===== config.mk =====
export PLATFORM = sky130hd
export DESIGN_NAME = fetch_queue
export DESIGN_NICKNAME = d
export VERILOG_FILES = /design/src/rtl/fetch_pkg.sv /design/src/rtl/fetch_fifo.sv /design/src/rtl/fetch_queue.sv
export SDC_FILE = /design/constraint.sdc
export NUM_CORES = 1
export LEC_CHECK = 0
export CORE_MARGIN = 2
export CORE_UTILIZATION = 50
export CTS_BUF_LIST = sky130_fd_sc_hd__clkbuf_16
export CTS_CLUSTER_DIAMETER = 40
export DETAILED_ROUTE_END_ITERATION = 8
export DONT_BUFFER_PORTS = 1
export PLACE_DENSITY = 0.74
export SYNTH_ARGS = -nofsm -noshare
export SYNTH_HDL_FRONTEND = slang
export SYNTH_SLANG_ARGS = --single-unit

===== constraint.sdc =====
create_clock -name clk_i -period 6.07 [get_ports clk_i]
set_input_delay 1.214 -clock clk_i [delete_from_list [all_inputs] [get_ports clk_i]]
set_output_delay 1.214 -clock clk_i [all_outputs]
set_load 0.01 [all_outputs]

===== src/rtl/fetch_pkg.sv =====
// Shared types and constants for the instruction-fetch front end.
// The optional FETCH_PERF_EN build enables the decode-starve counter in fetch_queue.
package fetch_pkg;

    localparam int          INSTR_BYTES = 4;
    localparam logic [31:0] NOP_INST    = 32'h0000_0013;

    typedef struct packed {
        logic [31:0] pc;
        logic [31:0] inst;
        logic        filled;
    } fetch_entry_t;

endpackage


===== src/rtl/fetch_fifo.sv =====
// Circular buffer of fetch entries with separate alloc (tail), fill and pop (head) pointers.
// Pointers carry one extra wrap bit so full and empty are distinguishable.
module fetch_fifo
    import fetch_pkg::*;
#(
    parameter int DEPTH = 2,
    parameter int CW    = $clog2(DEPTH) + 1
) (
    input  logic         clk_i,
    input  logic         rst_i,
    input  logic         flush_i,
    input  logic         alloc_i,
    input  logic [31:0]  alloc_pc_i,
    input  logic         fill_i,
    input  logic [31:0]  fill_inst_i,
    input  logic         pop_i,
    output fetch_entry_t head_o,
    output logic [CW-1:0] count_o,
    output logic [CW-1:0] pending_o
);

    localparam int AW = $clog2(DEPTH);

    fetch_entry_t  mem_q [DEPTH];
    logic [CW-1:0] head_q, fill_q, tail_q;

    always_ff @(posedge clk_i or posedge rst_i) begin
        if (rst_i) begin
            head_q <= '0;
            fill_q <= '0;
            tail_q <= '0;
        end else if (flush_i) begin
            head_q <= '0;
            fill_q <= '0;
            tail_q <= '0;
        end else begin
            if (alloc_i) tail_q <= tail_q + CW'(1);
            if (fill_i)  fill_q <= fill_q + CW'(1);
            if (pop_i)   head_q <= head_q + CW'(1);
        end
    end

    // Entry storage needs no reset: an entry is only visible once allocated and filled.
    always_ff @(posedge clk_i) begin
        if (!flush_i && alloc_i) begin
            mem_q[tail_q[AW-1:0]] <= '{pc: alloc_pc_i, inst: 32'h0, filled: 1'b0};
        end
        if (!flush_i && fill_i) begin
            mem_q[fill_q[AW-1:0]].inst   <= fill_inst_i;
            mem_q[fill_q[AW-1:0]].filled <= 1'b1;
        end
    end

    assign head_o    = mem_q[head_q[AW-1:0]];
    assign count_o   = tail_q - head_q;
    assign pending_o = tail_q - fill_q;

endmodule


===== src/rtl/fetch_queue.sv =====
// Fetch front end: owns the fetch PC, issues in-order word requests, drops stale responses
// after a redirect and presents returned instructions to decode. Optional macro: FETCH_PERF_EN.
module fetch_queue
    import fetch_pkg::*;
#(
    parameter logic [31:0] RESET_PC = 32'h0000_0000,
    parameter int          DEPTH    = 2
) (
    input  logic        clk_i,
    input  logic        rst_i,
    input  logic        redirect_i,
    input  logic [31:0] redirect_pc_i,
    output logic        imem_req_o,
    output logic [31:0] imem_addr_o,
    input  logic        imem_gnt_i,
    input  logic        imem_rvalid_i,
    input  logic [31:0] imem_rdata_i,
    output logic        inst_valid_o,
    input  logic        inst_ready_i,
    output logic [31:0] inst_o,
    output logic [31:0] inst_pc_o,
    output logic [31:0] stall_cnt_o
);

    localparam int CW = $clog2(DEPTH) + 1;
    localparam int DW = CW + 1;

    logic [31:0]   pc_q, pc_d;
    logic [DW-1:0] drop_q, drop_d;
    logic [DW-1:0] alloc_cnt, drop_sum;
    logic [CW-1:0] count, pending;
    fetch_entry_t  head;
    logic          head_valid, grant, fill, discard, pop;
    logic          unused_rpc_bits;

    assign unused_rpc_bits = ^redirect_pc_i[1:0];

    // Dropped in-flight words keep their credit until they come back.
    assign alloc_cnt  = DW'(count) + drop_q;
    assign imem_req_o = !rst_i && !redirect_i && (alloc_cnt < DW'(DEPTH));
    assign imem_addr_o = pc_q;
    assign grant      = imem_req_o && imem_gnt_i;
    assign discard    = imem_rvalid_i && (drop_q != '0);
    assign fill       = imem_rvalid_i && (drop_q == '0) && (pending != '0) && !redirect_i;
    assign head_valid = (count != '0) && head.filled;
    assign pop        = head_valid && inst_ready_i && !redirect_i;

    assign inst_valid_o = head_valid;
    assign inst_o       = head_valid ? head.inst : 32'h0;
    assign inst_pc_o    = head_valid ? head.pc   : 32'h0;

    // Everything still owed by memory at redirect becomes a drop, less any word returning now.
    assign drop_sum = drop_q + DW'(pending) + DW'(imem_gnt_i);

    always_comb begin
        pc_d   = pc_q;
        drop_d = drop_q;
        if (redirect_i) begin
            pc_d   = {redirect_pc_i[31:2], 2'b00};
            drop_d = (imem_rvalid_i && drop_sum != '0) ? drop_sum - DW'(1) : drop_sum;
        end else begin
            if (grant)   pc_d   = pc_q + 32'(INSTR_BYTES);
            if (discard) drop_d = drop_q - DW'(1);
        end
    end

    always_ff @(posedge clk_i or posedge rst_i) begin
        if (rst_i) begin
            pc_q   <= RESET_PC;
            drop_q <= '0;
        end else begin
            pc_q   <= pc_d;
            drop_q <= drop_d;
        end
    end

    fetch_fifo #(
        .DEPTH (DEPTH),
        .CW    (CW)
    ) u_fifo (
        .clk_i       (clk_i),
        .rst_i       (rst_i),
        .flush_i     (redirect_i),
        .alloc_i     (grant),
        .alloc_pc_i  (pc_q),
        .fill_i      (fill),
        .fill_inst_i (imem_rdata_i),
        .pop_i       (pop),
        .head_o      (head),
        .count_o     (count),
        .pending_o   (pending)
    );

`ifdef FETCH_PERF_EN
    logic [31:0] stall_cnt_q, stall_cnt_d;

    always_comb begin
        stall_cnt_d = stall_cnt_q;
        if (inst_ready_i && !head_valid && stall_cnt_q != 32'hFFFF_FFFF) begin
            stall_cnt_d = stall_cnt_q + 32'd1;
        end
    end

    always_ff @(posedge clk_i or posedge rst_i) begin
        if (rst_i) stall_cnt_q <= '0;
        else       stall_cnt_q <= stall_cnt_d;
    end

    assign stall_cnt_o = stall_cnt_q;
`else
    assign stall_cnt_o = 32'h0;
`endif

endmodule


======== Word level (Yosys, flattened, before mapping) ========
Memories as Yosys holds them, arrays and structs flattened.
Cells that the tools add are included.
storage, ports and cells
  bits in registers ....................... 41
  bits in latches ......................... 0
  memory bits (writable) .................. 130
  ROM bits ................................ 0
  bits of input ports ..................... 70
  output and inout port bits .............. 130
  word-level logic and storage cells ...... 59
  memories kept ........................... 1
operators by class
  add/subtract/negate cells ............... 11
  multiply operators ...................... 0
  divide/modulo/power cells ............... 0
  order comparisons ....................... 1
  eq/ne operators ......................... 0
  shift-type cells ........................ 0
  muxes and demuxes ....................... 17
  bitwise gates (word level) .............. 0
  reductions and logical operators ........ 24
memory list
  name          depth  bits a word  rd ports  clocked after memory_dff  write ports  line              RTL
  u_fifo.mem_q  2      65           1         0                         2            fetch_fifo.sv:24  fetch_entry_t mem_q [DEPTH];
operators with widths
  kind                                                        number
  2-to-1 mux 32 bit                                           4
  adder 32 x 3 -> 32 bit, second input constant               1
  logical AND 1 bit                                           13
  2-to-1 mux 2 bit                                            6
  nonzero test 2 bit                                          6
  2-to-1 mux 3 bit                                            3
  adder 2 x 1 -> 2 bit, second input constant                 3
  nonzero test 3 bit                                          2
  subtractor 3 x 1 -> 3 bit, second input constant            2
  2-to-1 mux 1 bit                                            4
  subtractor 2 bit                                            2
  adder 2 x 3 -> 3 bit                                        1
  adder 3 x 1 -> 3 bit                                        1
  adder 3 x 2 -> 3 bit                                        1
  logical NOT 3 bit                                           1
  less-than comparator 3 x 2 -> 1 bit, second input constant  1
  logical NOT 1 bit                                           2

======== Depth between registers and ports, before layout ========
Gate-level depths: netlist (run 1).
  depth in word-level cells ............... 8
  depth in mapped cells ................... 13
  mapped depth without buffers ............ 13

======== Cells and area by module ========
Synthesis (run 1) repeated with hierarchy kept, for this count alone.
second synthesis, totals
  cell total of the unflattened synthesis .. 705
  area, all modules ....................... 8424.3 µm²
modules (own cells, without submodules)
  module       instances  cells an instance  area an instance (µm²)  seq. area each (µm²)
  fetch_fifo   1          358                5570.3                  4033.9
  fetch_queue  1          347                2854.0                  825.8

======== Least setup slack after synthesis (run 1) ========
Ideal clock, no wire load.
  path type ............................... register to register
  start point ............................. register u_fifo.tail_q[0]
  end point ............................... memory u_fifo.mem_q[0][10] in the netlist's numbering (enable)
  library setup time ...................... 0.375 ns
  data arrival time ....................... 4.407 ns
  required time ........................... 5.695 ns
  setup slack ............................. 1.288 ns
  cell stages (with the launch flop) ...... 12
  buffers on the path ..................... 2
  clock period less this slack ............ 4.782 ns
  path through ............................ dfrtp_1 -> inv_1 -> ha_1 -> xnor3_1 -> inv_1 -> fa_1 -> or4b_1 -> or2_1 -> buf_2 -> buf_2 -> nor2_1 -> or2_2
RTL lines
  element                   line              RTL
  start: declaration        fetch_fifo.sv:25  logic [CW-1:0] head_q, fill_q, tail_q;
  start signal: assignment  fetch_fifo.sv:37  if (alloc_i) tail_q <= tail_q + CW'(1);
  end: declaration          fetch_fifo.sv:24

======== Worst setup path after layout (run 1) ========
  start point ............................. register u_fifo.head_q[0]
  end point ............................... output port inst_valid_o
between the ends
  longest elaborated chain between the ends .. 3
  elaborated cells on any way between the ends .. 4
  classes of those cells .................. add/sub (1); reduce/logical (2); memory (1)
RTL lines
  element                   line               RTL
  start: declaration        fetch_fifo.sv:25
  start signal: assignment  fetch_fifo.sv:39   if (pop_i) head_q <= head_q + CW'(1);
  subtractor 2 bit          fetch_fifo.sv:55   assign count_o = tail_q - head_q;
  nonzero test 2 bit        fetch_queue.sv:45  assign head_valid = (count != '0) && head.filled;
  logical AND 1 bit *       fetch_queue.sv:45
  end: declaration          fetch_queue.sv:18  output logic inst_valid_o,
Every way passes the cells marked *; elsewhere a longest branch is shown, timed or not.

==> flow_summary.ini, run 1 <==
[cells_and_area]
regArea_um2 = 4740
antennaDiodeCount = 0
fin_cells = 883
areaGrowthSynthToFinish_pct = 8.32
final_layout_size_suffix_gt1_share_pct = 6.15
final_common_cell = edfxtp_1
num-fill-cells = 1295
fin_area_um2 = 8580
fin_nets = 734
final_cell_mix = edfxtp_1, nor2_1, mux2i_1, and2_1, nand2_1
multi_input_area_um2 = 2880

[timing]
final_hold_viol_count = 0
tightest_slew_ns = 1.24
finalSetupTns_ns = 0
post-route-min-period_ns = 4.58
period_share_pct = 75.5
grt_setup_unrepaired = false
whs_ns = 0.459
max_freq_ghz = 0.218
maxSlewHeadroom_pct = 17.3
post-route-worst-setup-slack_ns = 1.49
setup_violations = 0
slew_viol_final = 0
fin_skew_ns = 0.00895

[placement]
dp_hpwl_um = 10900
gp_congestion = 0.887
dp_cells = 851
dp_slack_ns = 1.58
numPortBuffers = 0
post_dp_cell_area_um2 = 7990

[clock_network]
postCtsSetupBuffers = 0
clk_latency_ns = 0.42
cts_hold_buf = 0
ctsRootBufferMaster = clkbuf_16
ctsResizeCount = 0
htree_levels = 4
cts_buffers = 17
clockBufferDepth = 2
path_clk_slew_ns = 0.06
cts_tree = done
clock_sinks = 165

[synthesis]
synth_top_family_by_area = simple AND/OR/NAND/NOR gates
synth_compound_area_share_pct = 5.94
syn_avg_cell_area_um2 = 11.9
synth_seq_cells = 165
async_reset_ff_share_pct = 23.6
synth_mux_area_share_pct = 8.21
synth_area_um2 = 7920
synth-seq-area-share_pct = 59.8
synth_fa_ha_area_share_pct = 1.86
synth.distinct_cells = 51
ys.flop_type = edfxtp_1
yosysWarnings = 0
synth_xor_area_share_pct = 1.78
synth_edf_count = 124
yosys.area_share.simple_pct = 16.5
syn_inst = 665

[critical_path]
r2r-end = u_fifo.mem_q[0][32]
cp-end-kind = output port
worst-r2r-cell-count = 10
r2r_start = u_fifo.tail_q[0]
cp_max_fo = 65
crit_required_ns = 4.86
ff2ff_setup_slack_ns = 1.58
arrival_ns = 3.37
crit_type = reg2out
start_kind = register

[run]
timing.max_cap.violations = 0

[routing]
via_per_inst = 5.67
drt_first_pass_iters = 5
ant_nets = 0
wirelength_um = 16800
drc = 0
vias = 5006
wl_per_cell_um = 19.0
drt_iter0_drc = 393

[power_and_ir_drop]
peakVddDrop_v = 0.000194
power.density_nw_per_um2 = 323
leakage_nw = 2.99

[global_routing]
grt_first_pass_wirelength_um = 25900
grt_start_max_net_pins = 66
antenna_found_initial = 0
grt_use_total_pct = 20.2
grt_overflow = 0
grt_pass1_vias = 4890

[die]
die_h_um = 130
core_um2 = 15700
dieArea_um2 = 16900
row_count = 46
pin_count = 200
initial_core_util_pct = 50.6
die_w_um = 130

[hold_path]
hold_path_class = reg2reg
hold_depth = 1
whs_endpoint = u_fifo.mem_q[1][0]
min_from = u_fifo.mem_q[1][0]

[run_status]
status = finished, final reports clean
-- kinds of logic (layout without fill, tap and decap cells) --
family	count (synthesis)	count (layout)
adders and majority gates	10	10
muxes	65	65
xor gates and xnor gates	13	13
and+or+nand+nor	258	258
other	1	36
AOI/OAI and AO/OA	68	68
DFF	165	165
buffers and inverters	85	52
-- cell usage after synthesis, drive strengths merged (4+ instances only) --
master,count,share of area [%]
and3,5,0.39
edfxtp,124,47
buf,42,3.8
nor3,7,0.51
nor2b,5,0.39
nand3,19,1.2
a221o,4,0.51
nand4,10,0.79
nand3b,6,0.57
a22oi,5,0.47
or4,4,0.38
inv,15,0.71
mux2i,65,8.2
nand2,39,1.8
clkbuf,28,1.3
xor2,8,0.88
o211ai,11,1.0
a21o,5,0.47
o21ai,22,1.4
dfrtp,39,12
ha,7,1.1
o311ai,5,0.55
and2,65,5.1
a21oi,5,0.32
nor2,84,4.0
-- final cells by class --
cell class / count / area share (%)
tap: 216 / 3.15
sequential: 165 / 55.3
timing repair buffer: 5 / 0.437
clock buffer: 17 / 4.96
clock inverter: 15 / 1.92
inverter: 15 / 0.656
multi-input combinational: 450 / 33.6
-- worst max-delay path, stage by stage (launching register included) --
cell and delay [ns]:
dfrtp_4 0.41, buf_4 0.83, mux2i_1 0.30, a21o_2 0.94
inv_1 0.36
-- where the power goes --
part / internal [W] / switching [W] / total (W)
Sequential: 0.00131 / 0.000100 / 0.00141
Clock: 0.000642 / 0.000420 / 0.00106
Combinational: 0.000116 / 0.000186 / 0.000302
-- per-layer routing --
layer  global-route usage, %  vias to the layer above  share of wire (%)
met2                    33.0                      213                 48
met4                    7.27                        0                2.5
met5                       0                        -                  0
li1                        -                     2287                  -
met3                    7.13                       35                8.8
met1                    25.2                     2471                 40
-- registers in the layout, summed over array words and instances (netlist names) --
signal         cells
u_fifo.tail_q      2
u_fifo.mem_q     126
u_fifo.head_q      2
imem_addr_o       30
u_fifo.fill_q      2
drop_q             3
-- worst max path at each step --
stage | depth (start not counted) | startpoint | endpoint | slack, ns
6_report | 4 | u_fifo.head_q[0] | inst_valid_o | 1.49
5_1_grt | 4 | u_fifo.head_q[0] | inst_valid_o | 1.25
4_1_cts | 4 | u_fifo.head_q[0] | inst_valid_o | 1.44
3_5_place_dp | 10 | u_fifo.tail_q[0] | u_fifo.mem_q[0][24] | 1.58
3_3_place_gp | 10 | u_fifo.tail_q[0] | u_fifo.mem_q[0][24] | 1.69
2_1_floorplan | 11 | u_fifo.tail_q[0] | u_fifo.mem_q[0][10] | 1.29
-- per-stage QoR --
stage	utilization (%)	total power, W
detailed placement	51.0	0.00173
global placement	51.0	0.00170
global route	54.8	0.00291
finish	54.8	0.00277
CTS	54.8	0.00279
floorplan	-	0.00166
Note: power is estimated with default switching activity, not from simulation.
==> run 2: changes to the inputs <==
- clock period: 6.07 -> 4.4 ns (I/O delays scaled with it)
==> run 2 against run 1 <==
  * Critical path depth increased by 1
  * Sequential power rose by 38%
  * Routed wire length down 0.49%
  * Cell count up 0.45%
  * Critical path type unchanged
  * Largest cell class unchanged
  * Highest routed layer unchanged
==> flow_summary.ini, run 2 (synthesis gave the netlist of run 1 again) <==
[critical_path]
crit_type = reg2out
start_kind = register
crit_required_ns = 3.52
cp-end-kind = output port
ff2ff_setup_slack_ns = 0.85
arrival_ns = 2.92
cp_max_fo = 65

[placement]
post_dp_cell_area_um2 = 8030
numPortBuffers = 0
gp_congestion = 0.896
dp_hpwl_um = 10900

[timing]
fin_skew_ns = 0.00894
max_freq_ghz = 0.263
setup_violations = 0
finalSetupTns_ns = 0
grt_setup_unrepaired = false
post-route-min-period_ns = 3.80
slew_viol_final = 0
whs_ns = 0.454
final_hold_viol_count = 0
tightest_slew_ns = 1.16
period_share_pct = 86.3
maxSlewHeadroom_pct = 22.8

[routing]
vias = 5020
via_per_inst = 5.66
drt_iter0_drc = 430
drc = 0
wl_per_cell_um = 18.9
drt_first_pass_iters = 5
wirelength_um = 16700
ant_nets = 0

[global_routing]
grt_overflow = 0
grt_start_max_net_pins = 66
use_met1_pct = 24.6
top_usage_layer = met2
use_met3_pct = 6.85
grt_use_total_pct = 20.0
grt_pass1_vias = 4785
met2_usage_pct = 33.0
antenna_found_initial = 0
grt_first_pass_wirelength_um = 25500

[cells_and_area]
num-fill-cells = 1325
areaGrowthSynthToFinish_pct = 8.75
largest_register_ffs = 126
final_common_cell = edfxtp_1
final_cell_mix = edfxtp_1, nor2_1, mux2i_1, and2_1, nand2_1
antennaDiodeCount = 0
fin_nets = 738
final_layout_size_suffix_gt1_share_pct = 6.71
fin_area_um2 = 8620

[clock_network]
cts_tree = done
ctsResizeCount = 0
htree_levels = 4
clock_sinks = 165
cts_buffers = 17
cts_hold_buf = 0
postCtsSetupBuffers = 0
clockBufferDepth = 2
ctsRootBufferMaster = clkbuf_16
clk_latency_ns = 0.42
path_clk_slew_ns = 0.06

[die]
core_um2 = 15700
initial_core_util_pct = 50.6
die_h_um = 130
pin_count = 200
die_w_um = 130
dieArea_um2 = 16900
row_count = 46

[power_and_ir_drop]
leakage_nw = 3.00
power.density_nw_per_um2 = 445
peakVddDrop_v = 0.000265

[hold_path]
hold_path_class = in2async

[run]
timing.max_cap.violations = 0

[run_status]
status = finished, final reports clean
[run 2: worst paths after layout]
kind | from | end | depth (start not counted)
worst max-delay path | u_fifo.head_q[0] | inst_o[30] | 5
worst min-delay path | rst_i | drop_q[1] | 2
worst max register to register | u_fifo.tail_q[0] | u_fifo.mem_q[0][28] | 9
worst min register to register | u_fifo.mem_q[1][0] | u_fifo.mem_q[1][0] | 1
max in group asynchronous | rst_i | u_fifo.head_q[0] | 2
min in group clk_i | u_fifo.mem_q[1][0] | u_fifo.mem_q[1][0] | 1
[run 2: where the power goes]
group / internal [W] / total (W) / leakage [nW] / switching (W)
registers: 0.00180 / 0.00194 / 1.53 / 0.000137
clock network: 0.000885 / 0.00148 / 0.283 / 0.000597
logic: 0.000163 / 0.000413 / 1.19 / 0.000250
total: 0.00285 / 0.00384 / 3.00 / 0.000983
[run 2: stage by stage]
stage	setup slack [ns]	utilization, %	std cells	power, W
after floorplan	0.132	-	700	0.00229
after global placement	0.921	51.3	855	0.00235
after detailed placement	0.847	51.3	855	0.00239
after CTS	0.523	55.0	887	0.00386
after global routing	0.380	55.0	887	0.00399
final	0.602	55.0	887	0.00384
[run 2: final cells by class]
cell class / instances / area (µm²) / area share, %
Sequential cell: 165 / 4740 / 55.1
Multi-Input combinational cell: 450 / 2880 / 33.4
Clock buffer: 17 / 425 / 4.94
Tap cell: 216 / 270 / 3.14
Clock inverter: 15 / 163 / 1.89
Timing Repair Buffer: 9 / 80.1 / 0.929
Inverter: 15 / 56.3 / 0.654
[run 2: critical path, cell delays in order, from the launching register on]
cell and delay [ns]:
dfrtp_4 0.41, buf_4 0.87, mux2i_1 0.30, a21o_2 0.49
buf_12 0.27, nor2_1 0.13
[run 2: routing by layer]
| layer | vias up | share of wire [%] |
|---|---|---|
| met5 | - | 0 |
| met4 | 0 | 2.1 |
| met3 | 31 | 8.0 |
| met2 | 195 | 50 |
| met1 | 2508 | 40 |
| li1 | 2286 | - |
==> run 3: changes to the inputs <==
- ABC_AREA: not set -> 1
- CTS_CLUSTER_DIAMETER: 40 -> 120
==> run 3 against run 2 <==
  * Clock skew about the same
  * Power up 17%
  * Sequential share of layout area down 2.7 points
  * Synthesized cell count up 42%
  * Critical endpoint is now inst_o[19]
  * Via count up 20%
  * Maximum frequency down 0.11%
==> flow_summary.ini, run 3 <==
[clock_network]
ctsRootBufferMaster = clkbuf_16
clk_latency_ns = 0.42
cts_buffers = 17
clockBufferDepth = 2
path_clk_slew_ns = 0.06
postCtsSetupBuffers = 0
ctsResizeCount = 0
clock_sinks = 165
htree_levels = 4
cts_tree = done
cts_hold_buf = 0

[timing]
grt_setup_unrepaired = false
post-route-min-period_ns = 3.80
setup_violations = 0
period_share_pct = 86.4
fin_skew_ns = 0.00872
max_freq_ghz = 0.263
post-route-worst-setup-slack_ns = 0.598
maxSlewHeadroom_pct = 34.4
final_hold_viol_count = 0
slew_viol_final = 0
finalSetupTns_ns = 0
tightest_slew_ns = 0.980

[critical_path]
crit_type = reg2out
start_kind = register
ff2ff_setup_slack_ns = 1.33
r2r-end = u_fifo.mem_q[1][11]
r2r_start = u_fifo.tail_q[0]
arrival_ns = 2.92
cp_max_fo = 67
worst-r2r-cell-count = 14
cp-end-kind = output port
crit_required_ns = 3.52

[die]
initial_core_util_pct = 50.9
pin_count = 200
die_h_um = 133
row_count = 47
core_um2 = 16500
dieArea_um2 = 17800
die_w_um = 133

[global_routing]
grt_first_pass_wirelength_um = 28800
grt_pass1_vias = 5578
grt_use_total_pct = 21.1
grt_start_max_net_pins = 68
grt_overflow = 0
antenna_found_initial = 0

[hold_path]
min_from = u_fifo.mem_q[0][0]
whs_endpoint = u_fifo.mem_q[0][0]
hold_path_class = reg2reg
hold_depth = 2

[routing]
wl_met2_um = 9130
via_per_inst = 5.13
vias = 6017
met1_length_um = 7700
drt_first_pass_iters = 7
drt_iter0_drc = 321
dr_wl_met3_um = 1490
wirelength_um = 18500
highest_layer = met4
drc = 0
ant_nets = 0
wl_per_cell_um = 15.8

[synthesis]
yosys.area.top_type = edfxtp_1
async_reset_ff_share_pct = 23.6
yosysWarnings = 0
ys_top_cells_by_area = edfxtp_1, nand2_1, dfrtp_1, nor2_1, inv_1
synthTopCellsByCount = nand2_1, edfxtp_1, nor2_1, inv_1, a21oi_1
synth.distinct_cells = 36
yosys.cell_count.top_type = nand2_1
synth_area_um2 = 8380
yosysTopAreaCellShare_pct = 44.4
syn_avg_cell_area_um2 = 8.85
synth-seq-area-share_pct = 56.6
synth_edf_count = 124
syn_inst = 947
synth_seq_cells = 165
ys.flop_type = edfxtp_1

[cells_and_area]
fin_nets = 1020
final_common_cell = nand2_1
final_cell_mix = nand2_1, edfxtp_1, nor2_1
num-fill-cells = 1486
final_layout_size_suffix_gt1_share_pct = 6.82
largest_register_ffs = 126
fin_area_um2 = 9050
areaGrowthSynthToFinish_pct = 8.00
antennaDiodeCount = 0

[run]
timing.max_cap.violations = 0

[placement]
dp_slack_ns = 1.02
gp_congestion = 0.853
numPortBuffers = 0
post_dp_cell_area_um2 = 8410
dp_hpwl_um = 12100

[power_and_ir_drop]
leakage_nw = 3.91
peakVddDrop_v = 0.000318
power.density_nw_per_um2 = 495

[run_status]
status = finished, final reports clean
[run 3: changes by cell type in the layout (fill, tap and decap cells not counted), sizes merged, moves of 7 or more]
cell	before	now
nand2	39	310
inv	18	106
mux2i	65	0
and2	65	1
a21oi	5	65
nor2	84	123
nand3	19	45
nand4	10	3
xnor2	3	10
[run 3: critical path, stage by stage, from the launching register on]
cell     delay, ns
dfrtp_2       0.35
buf_4         0.59
nand2_1       0.10
nand2_1       0.13
nand2_2       0.55
buf_4         0.46
a21oi_1       0.30
[run 3: kinds of logic (layout without fill, tap and decap cells)]
family,Yosys count,after routing,share of synthesized area [%]
AND/OR/NAND/NOR,487,487,23.6
buffers and inverters,169,140,9.85
flip-flops,165,165,56.6
AO/OA/AOI/OAI,98,98,6.35
XOR/XNOR,17,17,1.87
adder cells (fa/ha/maj),10,10,1.76
other,1,36,0.0447
[run 3: where the power goes]
part	switching [W]	total [W]	leakage (nW)	internal [W]
sequential	0.000195	0.00206	1.65	0.00186
combinational	0.000558	0.000818	1.94	0.000261
clock	0.000639	0.00161	0.315	0.000968
total	0.00139	0.00448	3.91	0.00309
[run 3: how the worst max path moves through the flow]
stage | start | to | slack (ns) | cells after the start
floorplan | u_fifo.tail_q[0] | u_fifo.mem_q[1][10] | 0.41 | 13
global placement | u_fifo.head_q[0] | inst_o[16] | 1.01 | 6
detailed placement | u_fifo.head_q[0] | inst_o[25] | 1.02 | 6
CTS | u_fifo.head_q[0] | inst_o[25] | 0.56 | 6
global route | u_fifo.head_q[0] | inst_o[14] | 0.31 | 6
finish | u_fifo.head_q[0] | inst_o[19] | 0.60 | 6
[run 3: stage by stage]
| step | hold slack [ns] | utilization, % | instances | power [W] |
|---|---|---|---|---|
| 2_1_floorplan | 0.426 | - | 982 | 0.00272 |
| 3_3_place_gp | 0.440 | 51.1 | 1141 | 0.00288 |
| 3_5_place_dp | 0.445 | 51.1 | 1141 | 0.00291 |
| 4_1_cts | 0.457 | 55.0 | 1173 | 0.00451 |
| 5_1_grt | 0.470 | 55.0 | 1173 | 0.00472 |
| 6_report | 0.453 | 55.0 | 1173 | 0.00448 |
[run 3: layer usage]
layer  GRT usage, %  vias up
met5              0        -
met4           6.03        0
met1           27.1     2825
met3           5.94       14
li1               -     2952
met2           35.1      226
[run 3: cell type report]
type                    instances  area, µm²  area share [%]
clock buffers                  17        425            4.70
repair buffers                  9       67.6           0.746
well taps                     220        275            3.04
clock inverters                15        216            2.39
flip-flops and latches        165       4740            52.4
multi-input cells             648       2950            32.6
inverters                      99        374            4.13
